===== config.mk =====
export PLATFORM = sky130hd
export DESIGN_NAME = uart_hamming_transmitter
export DESIGN_NICKNAME = d
export VERILOG_FILES = /design/src/rtl/uart_hamming_transmitter.sv
export SDC_FILE = /design/constraint.sdc
export NUM_CORES = 1
export LEC_CHECK = 0
export CAP_MARGIN = 10
export CORE_MARGIN = 2
export CORE_UTILIZATION = 56
export CTS_BUF_LIST = sky130_fd_sc_hd__clkbuf_16
export DETAILED_ROUTE_END_ITERATION = 16
export HOLD_SLACK_MARGIN = 0.08
export MAX_ROUTING_LAYER = met4
export PLACE_DENSITY = 0.81
export SLEW_MARGIN = 25
export SYNTH_ARGS = -nofsm -noshare
export SYNTH_HDL_FRONTEND = slang
export SYNTH_SLANG_ARGS = --single-unit

===== constraint.sdc =====
create_clock -name clk -period 4.07 [get_ports clk]
set_clock_uncertainty 0.2 [all_clocks]
set_input_delay 0.814 -clock clk [delete_from_list [all_inputs] [get_ports clk]]
set_output_delay 0.814 -clock clk [all_outputs]
set_load 0.02 [all_outputs]

===== src/rtl/uart_hamming_transmitter.sv =====
// rtl/uart_hamming_transmitter.sv - Hamming(7,4) encoder and UART frame serialiser; optional hold buffer via TX_HOLD_BUF_EN
module uart_hamming_transmitter #(
    parameter int CLKS_PER_BIT = 8
) (
    input  logic       clk,
    input  logic       rst_n,
    input  logic       ena,
    input  logic [3:0] data_in,
    input  logic       data_valid,
    output logic       data_ready,
    output logic       tx,
    output logic       busy,
    output logic [1:0] state_out
);

    localparam int CW = (CLKS_PER_BIT > 1) ? $clog2(CLKS_PER_BIT) : 1;
    localparam logic [CW-1:0] LAST_SAMPLE = CW'(CLKS_PER_BIT - 1);

    typedef enum logic [1:0] {
        IDLE  = 2'd0,
        START = 2'd1,
        DATA  = 2'd2,
        STOP  = 2'd3
    } state_t;

    state_t          state_q, state_d;
    logic            tx_q, tx_d;
    logic [6:0]      shift_q, shift_d;
    logic [2:0]      bit_q, bit_d;
    logic [CW-1:0]   smp_q, smp_d;
    logic [6:0]      codeword;
    logic            accept;
    logic            last_sample;

`ifdef TX_HOLD_BUF_EN
    logic [6:0]      buf_q, buf_d;
    logic            buf_full_q, buf_full_d;
`endif

    // Hamming(7,4) encode of the nibble on the input; c[0]=p1 goes out first
    always_comb begin
        codeword = {data_in[3], data_in[2], data_in[1],
                    data_in[1] ^ data_in[2] ^ data_in[3],
                    data_in[0],
                    data_in[0] ^ data_in[2] ^ data_in[3],
                    data_in[0] ^ data_in[1] ^ data_in[3]};
    end

`ifdef TX_HOLD_BUF_EN
    assign data_ready = !buf_full_q;
`else
    assign data_ready = (state_q == IDLE);
`endif

    assign accept      = data_valid & data_ready & ena;
    assign last_sample = (smp_q == LAST_SAMPLE);
    assign tx          = tx_q;
    assign busy        = (state_q != IDLE);
    assign state_out   = state_q;

    // Next-state and next-register values; everything holds while ena is low
    always_comb begin
        state_d = state_q;
        tx_d    = tx_q;
        shift_d = shift_q;
        bit_d   = bit_q;
        smp_d   = smp_q;
`ifdef TX_HOLD_BUF_EN
        buf_d      = buf_q;
        buf_full_d = buf_full_q;
`endif
        if (ena) begin
            case (state_q)
                IDLE: begin
                    tx_d = 1'b1;
`ifdef TX_HOLD_BUF_EN
                    // A nibble parked in the buffer can only be seen here if it
                    // was taken on the final STOP edge; launch it right away.
                    if (buf_full_q) begin
                        state_d    = START;
                        tx_d       = 1'b0;
                        shift_d    = buf_q;
                        smp_d      = '0;
                        bit_d      = '0;
                        buf_full_d = 1'b0;
                    end else
`endif
                    if (accept) begin
                        state_d = START;
                        tx_d    = 1'b0;
                        shift_d = codeword;
                        smp_d   = '0;
                        bit_d   = '0;
                    end
                end
                START: begin
                    if (last_sample) begin
                        state_d = DATA;
                        tx_d    = shift_q[0];
                        smp_d   = '0;
                    end else begin
                        smp_d = smp_q + CW'(1);
                    end
                end
                DATA: begin
                    if (last_sample) begin
                        smp_d   = '0;
                        shift_d = {1'b0, shift_q[6:1]};
                        if (bit_q == 3'd6) begin
                            state_d = STOP;
                            tx_d    = 1'b1;
                            bit_d   = '0;
                        end else begin
                            tx_d  = shift_q[1];
                            bit_d = bit_q + 3'd1;
                        end
                    end else begin
                        smp_d = smp_q + CW'(1);
                    end
                end
                STOP: begin
                    tx_d = 1'b1;
                    if (last_sample) begin
                        smp_d   = '0;
                        state_d = IDLE;
`ifdef TX_HOLD_BUF_EN
                        if (buf_full_q) begin
                            state_d    = START;
                            tx_d       = 1'b0;
                            shift_d    = buf_q;
                            bit_d      = '0;
                            buf_full_d = 1'b0;
                        end
`endif
                    end else begin
                        smp_d = smp_q + CW'(1);
                    end
                end
                default: begin
                    state_d = IDLE;
                    tx_d    = 1'b1;
                end
            endcase
`ifdef TX_HOLD_BUF_EN
            // While a frame is on the line, a new nibble is parked in the buffer
            if (accept && (state_q != IDLE)) begin
                buf_d      = codeword;
                buf_full_d = 1'b1;
            end
`endif
        end
    end

    // State and datapath registers; reset forces the line high immediately
    always_ff @(posedge clk or negedge rst_n) begin
        if (!rst_n) begin
            state_q <= IDLE;
            tx_q    <= 1'b1;
            shift_q <= '0;
            bit_q   <= '0;
            smp_q   <= '0;
        end else begin
            state_q <= state_d;
            tx_q    <= tx_d;
            shift_q <= shift_d;
            bit_q   <= bit_d;
            smp_q   <= smp_d;
        end
    end

`ifdef TX_HOLD_BUF_EN
    // Hold buffer registers
    always_ff @(posedge clk or negedge rst_n) begin
        if (!rst_n) begin
            buf_q      <= '0;
            buf_full_q <= 1'b0;
        end else begin
            buf_q      <= buf_d;
            buf_full_q <= buf_full_d;
        end
    end
`endif

endmodule


==> flow_metrics.tcl, run 1 <==
set metrics [dict create \
    chipWidth_um 44.7 \
    core_area_um2 1520 \
    drt_first_pass_iters 5 \
    root_buffer "clkbuf_16" \
    final_hold_viol_count 0 \
    end_kind "output pin" \
    rsz0062_at_grt "false" \
    ctsResizeCount 0 \
    syn_nets 103 \
    fin_ws_ps 1350 \
    synth-compound-area-share_pct 16.4 \
    ys_types 31 \
    leakagePower_nw 0.493 \
    worstSkewPairLatency_ps 250 \
    total_power_uw 909 \
    dp_slack_ps 1560 \
    critPathRequiredTime_ps 3060 \
    crit_type "reg -> out" \
    fin_nets 117 \
    grt_antenna_before_repair 0 \
    yosysWarnings 0 \
    ys_seq_elements 16 \
    cp-start-kind "flip-flop" \
    synth_top_family_by_area "compound AO/OA/AOI/OAI gates" \
    hold_class "reg -> reg" \
    synth_xor_area_share_pct 4.72 \
    grt_use_total_pct 21.8 \
    power.internal_uw 568 \
    avgSynthCellArea_um2 10.4 \
    drive_gt1_share_pct 7.84 \
    cp_max_fo 7 \
    grt_max_degree 21 \
    viasPerCell 5.96 \
    cts_tree "built" \
    slew_headroom_pct 44.4 \
    share_comb_of_total_power_pct 45.7 \
    grt_pass1_wl_um 3030 \
    power_switching_uw 340 \
    io_pins 13 \
    switching_share_pct 37.4 \
    synth_cells 89 \
    finalSetupViolCount 0 \
    syn_to_final_growth_pct 21.7 \
    cts_hold_buf 0 \
    yosys-mux-area-fraction_pct 7.68 \
    final_cell_mix "dfrtp_1, clkdlybuf4s50_1, nand2_1" \
    setup.worst_path.start "state_out[0]" \
    cts_buffers 3 \
    clk_pin_slew_ps 50 \
    num_rows 14 \
    wl_um 1720 \
    dieArea_um2 2000 \
    synth-async-reset-ratio_pct 100 \
    synth_area_leaders "dfrtp_1, ha_1, mux2i_1" \
    gp_congestion 0.764 \
    drt_iter0_markers 4 \
    synth_ff_type "dfrtp_1" \
    post_drt_wl_per_cell_um 14.6 \
    fin_util_pct 74.1 \
    fp.dieH_um 44.7 \
    cts_setup_buffers 0 \
    cts_sinks 16 \
    hold_start "shift_q[4]" \
    synthAdderAreaFrac_pct 8.09 \
    synth_top_area_cell "dfrtp_1" \
    cts_buffer_depth 2 \
    fin_crit_sh_pct 66.8 \
    port_buffers 12 \
    start_util_pct 60.9 \
    netlist.area_leader.share_pct 40.4 \
    drc 0 \
    synth_edf_count 0 \
    worstReg2RegStart "state_out[0]" \
    first_global_vias 714 \
    tightest_slew_ps 834 \
    ir_drop_v 0.000485 \
    synth_simple_gate_area_share_pct 15.9 \
    htree_levels 1 \
    arrival_ps 1700 \
    clock.fmax_mhz 368 \
    power_density_nw_per_um2 804 \
    ys_seq_area_share_pct 43.3 \
    synth_area_um2 928 \
    dp_hpwl_um 1210 \
    vias 703 \
    n_antenna_cell 0 \
    finalCriticalPeriod_ps 2720 \
    drv_slew 0 \
    tns_ps 0 \
    power_frac_clock_pct 20.9 \
    overflow 0 \
    p_seq_share_pct 33.4 \
    status "finished clean" \
    cap_violations 0 \
    layout_commonest_cell "dfrtp_1" \
    drtAntennaViolNets 0 \
]
[per-stage QoR]
stage	instances	hold WS, ps	cell area, um^2
after floorplan	89	250	928
after global placement	114	264	1050
after detailed placement	114	272	1050
after CTS	118	283	1130
after global routing	118	308	1130
final	118	284	1130
[power by group through the flow]
| stage | clock network (mW) | logic [mW] | registers (mW) |
|---|---|---|---|
| final | 0.190 | 0.415 | 0.304 |
| after global routing | 0.199 | 0.459 | 0.315 |
| after CTS | 0.191 | 0.416 | 0.303 |
| after detailed placement | 0 | 0.414 | 0.304 |
| after global placement | 0 | 0.396 | 0.298 |
| after floorplan | 0 | 0.291 | 0.307 |
[registers in the layout (all words and copies together) (netlist names)]
signal,flops
bit_q,3
shift_q,7
smp_q,3
state_out,2
tx,1
[kinds of logic (layout without fill, tap and decap cells)]
kind of cell / count (synthesis) / after routing
AO/OA/AOI/OAI: 20 / 20
XOR/XNOR: 5 / 5
adder cells (fa/ha/maj): 6 / 6
buffers and inverters: 7 / 20
flip-flops: 16 / 16
multiplexers: 7 / 7
AND/OR/NAND/NOR: 28 / 28
[path summary, 6_finish.rpt]
path,slack [ps],end,cells after the start
max in group asynchronous,2410,shift_q[0],1
hold reg to reg,280,shift_q[4],2
setup reg to reg,1650,bit_q[1],7
setup / recovery,1350,data_ready,3
min in group asynchronous,800,bit_q[0],1
hold / removal,280,shift_q[4],2
[synth_stat cells (all sizes together), types with 2 or more instances]
| master | instances |
|---|---|
| nor2b | 2 |
| nand2b | 2 |
| a22o | 4 |
| inv | 3 |
| buf | 3 |
| xnor2 | 5 |
| mux2i | 6 |
| nand3b | 2 |
| o21ai | 6 |
| ha | 6 |
| nor2 | 5 |
| dfrtp | 15 |
| nand2 | 11 |
| nand4b | 2 |
| a21oi | 2 |
[per-layer routing]
layer	GRT usage, %	vias up	wire, um
li1	-	348	-
met1	26.5	331	797
met2	33.3	22	829
met3	4.80	2	82
met4	12.7	0	8
met5	-	-	0
[cell type report]
type / count / area [um^2]
Clock buffer: 3 / 75.1
Clock inverter: 1 / 3.75
Fill cell: 119 / 394
Inverter: 3 / 11.3
Multi-Input combinational cell: 66 / 490
Sequential cell: 16 / 402
Tap cell: 16 / 20.0
Timing Repair Buffer: 13 / 128
[critical path: stages, from the launching register on]
cell	delay, ps
dfrtp_1	420
inv_1	110
ha_1	290
clkdlybuf4s50_1	650
Note: power is estimated with default switching activity, not from simulation.
==> inputs of run 2 (changes only) <==
CORE_UTILIZATION = 52   (was 56)
PLACE_DENSITY = 0.76   (was 0.81)
clock period = 2.6 ns   (was 4.07 ns; I/O delays follow)
==> run 2 against run 1 <==
Compared with the run above: sequential power up 55%; routed wire length down 7.2%; combinational power up 56%; first-iteration DRC count rose to 4.3 times the previous value; clock-buffer cell count unchanged; sequential cell count unchanged; sequential share of layout area down 0.58 points; cell count up 8.5%; worst setup slack worse by 1200 ps; hold slack worse by 6.4 ps; utilization down 6.9 points; critical endpoint unchanged; largest power group unchanged.
==> flow_metrics.tcl, run 2 (synthesized netlist as in run 1, its figures left out) <==
set metrics [dict create \
    layout_commonest_cell "dfrtp_1" \
    cap_violations 0 \
    cp_top_family "buffers and inverters" \
    drv_slew 0 \
    root_buffer "clkbuf_16" \
    grt_pass1_wl_um 2750 \
    cp_max_fo 7 \
    grt_use_total_pct 18.7 \
    rr_worst_depth 5 \
    n_antenna_cell 0 \
    syn_to_final_growth_pct 23.7 \
    cts_buffers 3 \
    fp.dieH_um 46.3 \
    drt_iter0_markers 17 \
    clk_pin_slew_ps 50 \
    cts_tree "built" \
    worstSkewPairLatency_ps 240 \
    io_pins 13 \
    arrival_ps 1700 \
    largestRegisters "shift_q x7, bit_q x3, smp_q x3" \
    overflow 0 \
    leakagePower_nw 0.502 \
    tns_ps 0 \
    ctsResizeCount 0 \
    final_cell_mix "dfrtp_1, clkdlybuf4s50_1, nand2_1" \
    fin_nets 118 \
    first_global_vias 636 \
    tightest_slew_ps 772 \
    finalCriticalPeriod_ps 2420 \
    worst-path-stages 3 \
    viasPerCell 5.45 \
    drtAntennaViolNets 0 \
    crit_type "reg -> out" \
    finalSetupViolCount 0 \
    path_buf_inv 2 \
    port_buffers 12 \
    gp_congestion 0.790 \
    share_comb_of_total_power_pct 45.9 \
    fin_crit_sh_pct 93.2 \
    end_kind "output pin" \
    holdPathStages 2 \
    power.internal_uw 893 \
    power_frac_clock_pct 20.6 \
    cp-start-kind "flip-flop" \
    dp_hpwl_um 1130 \
    cts_setup_buffers 0 \
    ir_drop_v 0.000563 \
    power_switching_uw 516 \
    slowest_stage "clkdlybuf4s50_1" \
    grt_max_degree 18 \
    htree_levels 1 \
    clock.fmax_mhz 413 \
    top_register "shift_q" \
    final_hold_viol_count 0 \
    wl_um 1600 \
    num_rows 15 \
    critPathMaxStageDelay_ps 650 \
    cts_hold_buf 0 \
    drc 0 \
    rsz0062_at_grt "false" \
    switching_share_pct 36.6 \
    total_power_mw 1.41 \
    fill_cells 133 \
    drive_gt1_share_pct 8.74 \
    p_seq_share_pct 33.5 \
    vias 698 \
    cts_sinks 16 \
    start_util_pct 54.4 \
    whs_ps 278 \
    slew_headroom_pct 48.5 \
    dieArea_um2 2140 \
    core_area_um2 1710 \
    cp_cell_sequence "inv_1 > ha_1 > clkdlybuf4s50_1" \
    drt_first_pass_iters 4 \
    post_drt_wl_per_cell_um 12.5 \
    power_density_nw_per_um2 1230 \
    grt_antenna_before_repair 0 \
    hold_class "reg -> reg" \
    cts_buffer_depth 2 \
    status "finished clean" \
    chipWidth_um 46.3 \
    critPathRequiredTime_ps 1880 \
    largest_reg_flops 7 \
]
-- run 2: cell types whose count changed in the layout (fill, tap and decap cells not counted), sizes merged --
cell / change
buf: +1
clkinv: -1
inv: +1
-- run 2: power by group through the flow --
stage | sequential (mW) | clock [mW] | combinational (mW)
finish | 0.472 | 0.291 | 0.646
global route | 0.490 | 0.314 | 0.730
CTS | 0.471 | 0.299 | 0.653
detailed placement | 0.473 | 0 | 0.643
global placement | 0.467 | 0 | 0.629
floorplan | 0.481 | 0 | 0.456
-- run 2: area by class of cell --
| cell class | instances | area, um^2 | area share [%] |
|---|---|---|---|
| sequential | 16 | 402 | 35.0 |
| inverter | 3 | 11.3 | 0.980 |
| clock inverter | 1 | 3.75 | 0.327 |
| tap | 25 | 31.3 | 2.72 |
| timing repair buffer | 14 | 135 | 11.8 |
| multi-input combinational | 66 | 490 | 42.7 |
| clock buffer | 3 | 75.1 | 6.54 |
-- run 2: layer usage --
metal,vias to the layer above,part of all wire [%],track usage (%)
li1,353,-,-
met1,330,50,25.5
met2,13,47,26.4
met3,2,2.8,3.53
met4,0,0.63,8.57
met5,-,0,-
-- run 2: worst paths after layout --
path                         startpoint           end  slack [ps]
max                        state_out[0]    data_ready         180
max reg2reg                state_out[0]      bit_q[1]         420
max in group asynchronous         rst_n    shift_q[4]        1230
min in group asynchronous         rst_n  state_out[0]         510
min reg2reg                  shift_q[3]    shift_q[3]         280
min                          shift_q[3]    shift_q[3]         280
-- run 2: stage by stage --
stage	instances	util, %	setup WS (ps)	area [um^2]
final	128	67.3	178	1150
after CTS	128	67.3	169	1150
after floorplan	89	-	515	928
after detailed placement	124	62.6	268	1070
after global placement	124	62.6	302	1070
after global routing	128	67.3	70.7	1150
-- run 2: worst register-to-register path: stages, from the launching register on --
cell       delay, ps
dfrtp_1          410
inv_1             90
ha_1             290
o2111ai_1        680
nor2_1           120
a221o_1          280
==> inputs of run 3 (changes only) <==
ABC_AREA = 1   (was not set)
CORE_UTILIZATION = 54   (was 52)
HOLD_SLACK_MARGIN = not set   (was 0.08)
PLACE_DENSITY = 0.78   (was 0.76)
==> run 3 against run 2 <==
Compared with the run above: cell area is 8.5% higher; utilization is 3.4 points higher; first-iteration DRC count is 18% higher; sequential share of layout area is 2.7 points lower; via count is 32% higher; critical endpoint is now busy; largest power group unchanged.
==> flow_metrics.tcl, run 3 <==
set metrics [dict create \
    status "finished clean" \
    cts_hold_buf 0 \
    start_util_pct 58.9 \
    drv_slew 0 \
    synth_area_um2 1040 \
    cp_cell_sequence "inv_1 > ha_1 > inv_2 > clkdlybuf4s50_1" \
    yosys-mux-area-fraction_pct 0 \
    power_density_nw_per_um2 1210 \
    cap_violations 0 \
    synthAdderAreaFrac_pct 7.23 \
    htree_levels 1 \
    vias 924 \
    clk_pin_slew_ps 50 \
    rsz0062_at_grt "false" \
    clock.fmax_mhz 415 \
    grt_pass1_wl_um 3510 \
    synth_top_area_cell "dfrtp_1" \
    total_power_mw 1.51 \
    largestRegisters "shift_q x7, bit_q x3, smp_q x3" \
    synth_most_common_cell "nand2_1" \
    fp.dieH_um 47.9 \
    yosysWarnings 0 \
    grt_use_met1_pct 27.1 \
    finalCriticalPeriod_ps 2410 \
    netlist.area_leader.share_pct 36.1 \
    fin_area_um2 1250 \
    syn_nets 150 \
    fin_crit_sh_pct 92.6 \
    top_usage_layer "met2" \
    worstSkewPairLatency_ps 240 \
    synth_cells 136 \
    drt_first_pass_iters 4 \
    n_antenna_cell 0 \
    cts_buffer_depth 2 \
    ctsResizeCount 0 \
    port_buffers 12 \
    critPathRequiredTime_ps 1880 \
    cp-start-kind "flip-flop" \
    layout_commonest_cell "nand2_1" \
    first_global_vias 832 \
    drtAntennaViolNets 0 \
    end_kind "output pin" \
    fin_util_pct 70.6 \
    ys_seq_area_share_pct 38.7 \
    dieArea_um2 2290 \
    synthTopCellsByCount "nand2_1, dfrtp_1, inv_1" \
    cts_tree "built" \
    arrival_ps 1690 \
    synth-compound-area-share_pct 10.2 \
    synth_xor_area_share_pct 0 \
    drive_gt1_share_pct 13.3 \
    dp_hpwl_um 1600 \
    met2_usage_pct 39.2 \
    post_dp_cell_area_um2 1170 \
    final_hold_viol_count 0 \
    cts_setup_buffers 0 \
    fin_nets 165 \
    tns_ps 0 \
    ir_drop_v 0.000686 \
    crit_type "reg -> out" \
    synth_area_leaders "dfrtp_1, nand2_1, ha_1" \
    top_register "shift_q" \
    core_area_um2 1760 \
    chipWidth_um 47.9 \
    synth-async-reset-ratio_pct 100 \
    critPathMaxStageDelay_ps 620 \
    path_buf_inv 3 \
    fin_ws_ps 193 \
    met3_usage_pct 3.40 \
    syn_to_final_growth_pct 20.0 \
    grt_antenna_before_repair 0 \
    hold_class "reg -> reg" \
    viasPerCell 5.28 \
    finalSetupViolCount 0 \
    grt_max_degree 17 \
    tightest_slew_ps 726 \
    largest_reg_flops 7 \
    drc 0 \
    root_buffer "clkbuf_16" \
    ys_seq_elements 16 \
    slowest_stage "clkdlybuf4s50_1" \
    wl_um 2120 \
    grt_use_total_pct 23.2 \
    dp.cells 171 \
    cts_sinks 16 \
    dp_slack_ps 459 \
    leakagePower_nw 0.658 \
    ys_types 23 \
    synth_top_family_by_area "simple AND/OR/NAND/NOR gates" \
    drt_iter0_markers 20 \
    final_cells 175 \
    avgSynthCellArea_um2 7.64 \
    io_pins 13 \
    post_drt_wl_per_cell_um 12.1 \
    num_rows 15 \
    cp_top_family "buffers and inverters" \
    cp_max_fo 6 \
    gp_congestion 0.912 \
    whs_ps 278 \
    synth_simple_gate_area_share_pct 35.1 \
    cts_buffers 3 \
    slew_headroom_pct 51.4 \
    final_cell_mix "nand2_1, dfrtp_1, inv_1, clkdlybuf4s50_1, nand3_1" \
    synth_ff_type "dfrtp_1" \
    synth_edf_count 0 \
    overflow 0 \
]
[run 3: cell types whose count changed in the layout (fill, tap and decap cells not counted), moves of 3 or more]
cell / before / now
nand2_1: 11 / 47
a21oi_1: 2 / 5
a22o_1: 4 / 0
nand2_2: 0 / 3
inv_1: 4 / 14
xnor2_1: 5 / 0
nand4_1: 0 / 3
nand3_1: 0 / 10
nor2_1: 5 / 8
mux2i_1: 6 / 0
[run 3: power breakdown]
group	switching [mW]	internal (mW)	total, mW	leakage (nW)
Sequential	0.0749	0.362	0.437	0.201
Combinational	0.485	0.291	0.776	0.419
Clock	0.0960	0.204	0.300	0.0385
[run 3: kinds of logic (layout without fill, tap and decap cells)]
kind of cell | Yosys count | after routing
fa+ha+maj | 6 | 6
buf+inv | 19 | 33
compound gates | 17 | 17
flops | 16 | 16
simple gates | 78 | 78
[run 3: cell type report]
type,count,area (um^2)
well taps,25,31.3
clock buffers,3,75.1
clock inverters,1,3.75
flip-flops and latches,16,402
multi-input cells,101,546
inverters,17,68.8
fillers,155,518
repair buffers,12,120
[run 3: routing by layer]
layer | vias to the layer above | share of wire, %
li1 | 467 | -
met1 | 428 | 44
met3 | 4 | 4.8
met2 | 25 | 49
met4 | 0 | 1.8
met5 | - | 0
[run 3: tightest hold or removal path, cell delays in order, from the launching register on]
cell and delay (ps):
dfrtp_1 340, nand2_1 50, nand2_1 60
[run 3: path summary, 6_finish.rpt]
| check | slack (ps) | end | startpoint | cells after the start |
|---|---|---|---|---|
| min reg2reg | 280 | shift_q[3] | shift_q[3] | 2 |
| max reg2reg | 550 | shift_q[3] | state_out[0] | 8 |
| max in group asynchronous | 1230 | smp_q[1] | rst_n | 1 |
| max | 190 | busy | state_out[0] | 4 |
| min | 280 | shift_q[3] | shift_q[3] | 2 |
| min in group asynchronous | 510 | shift_q[1] | rst_n | 1 |
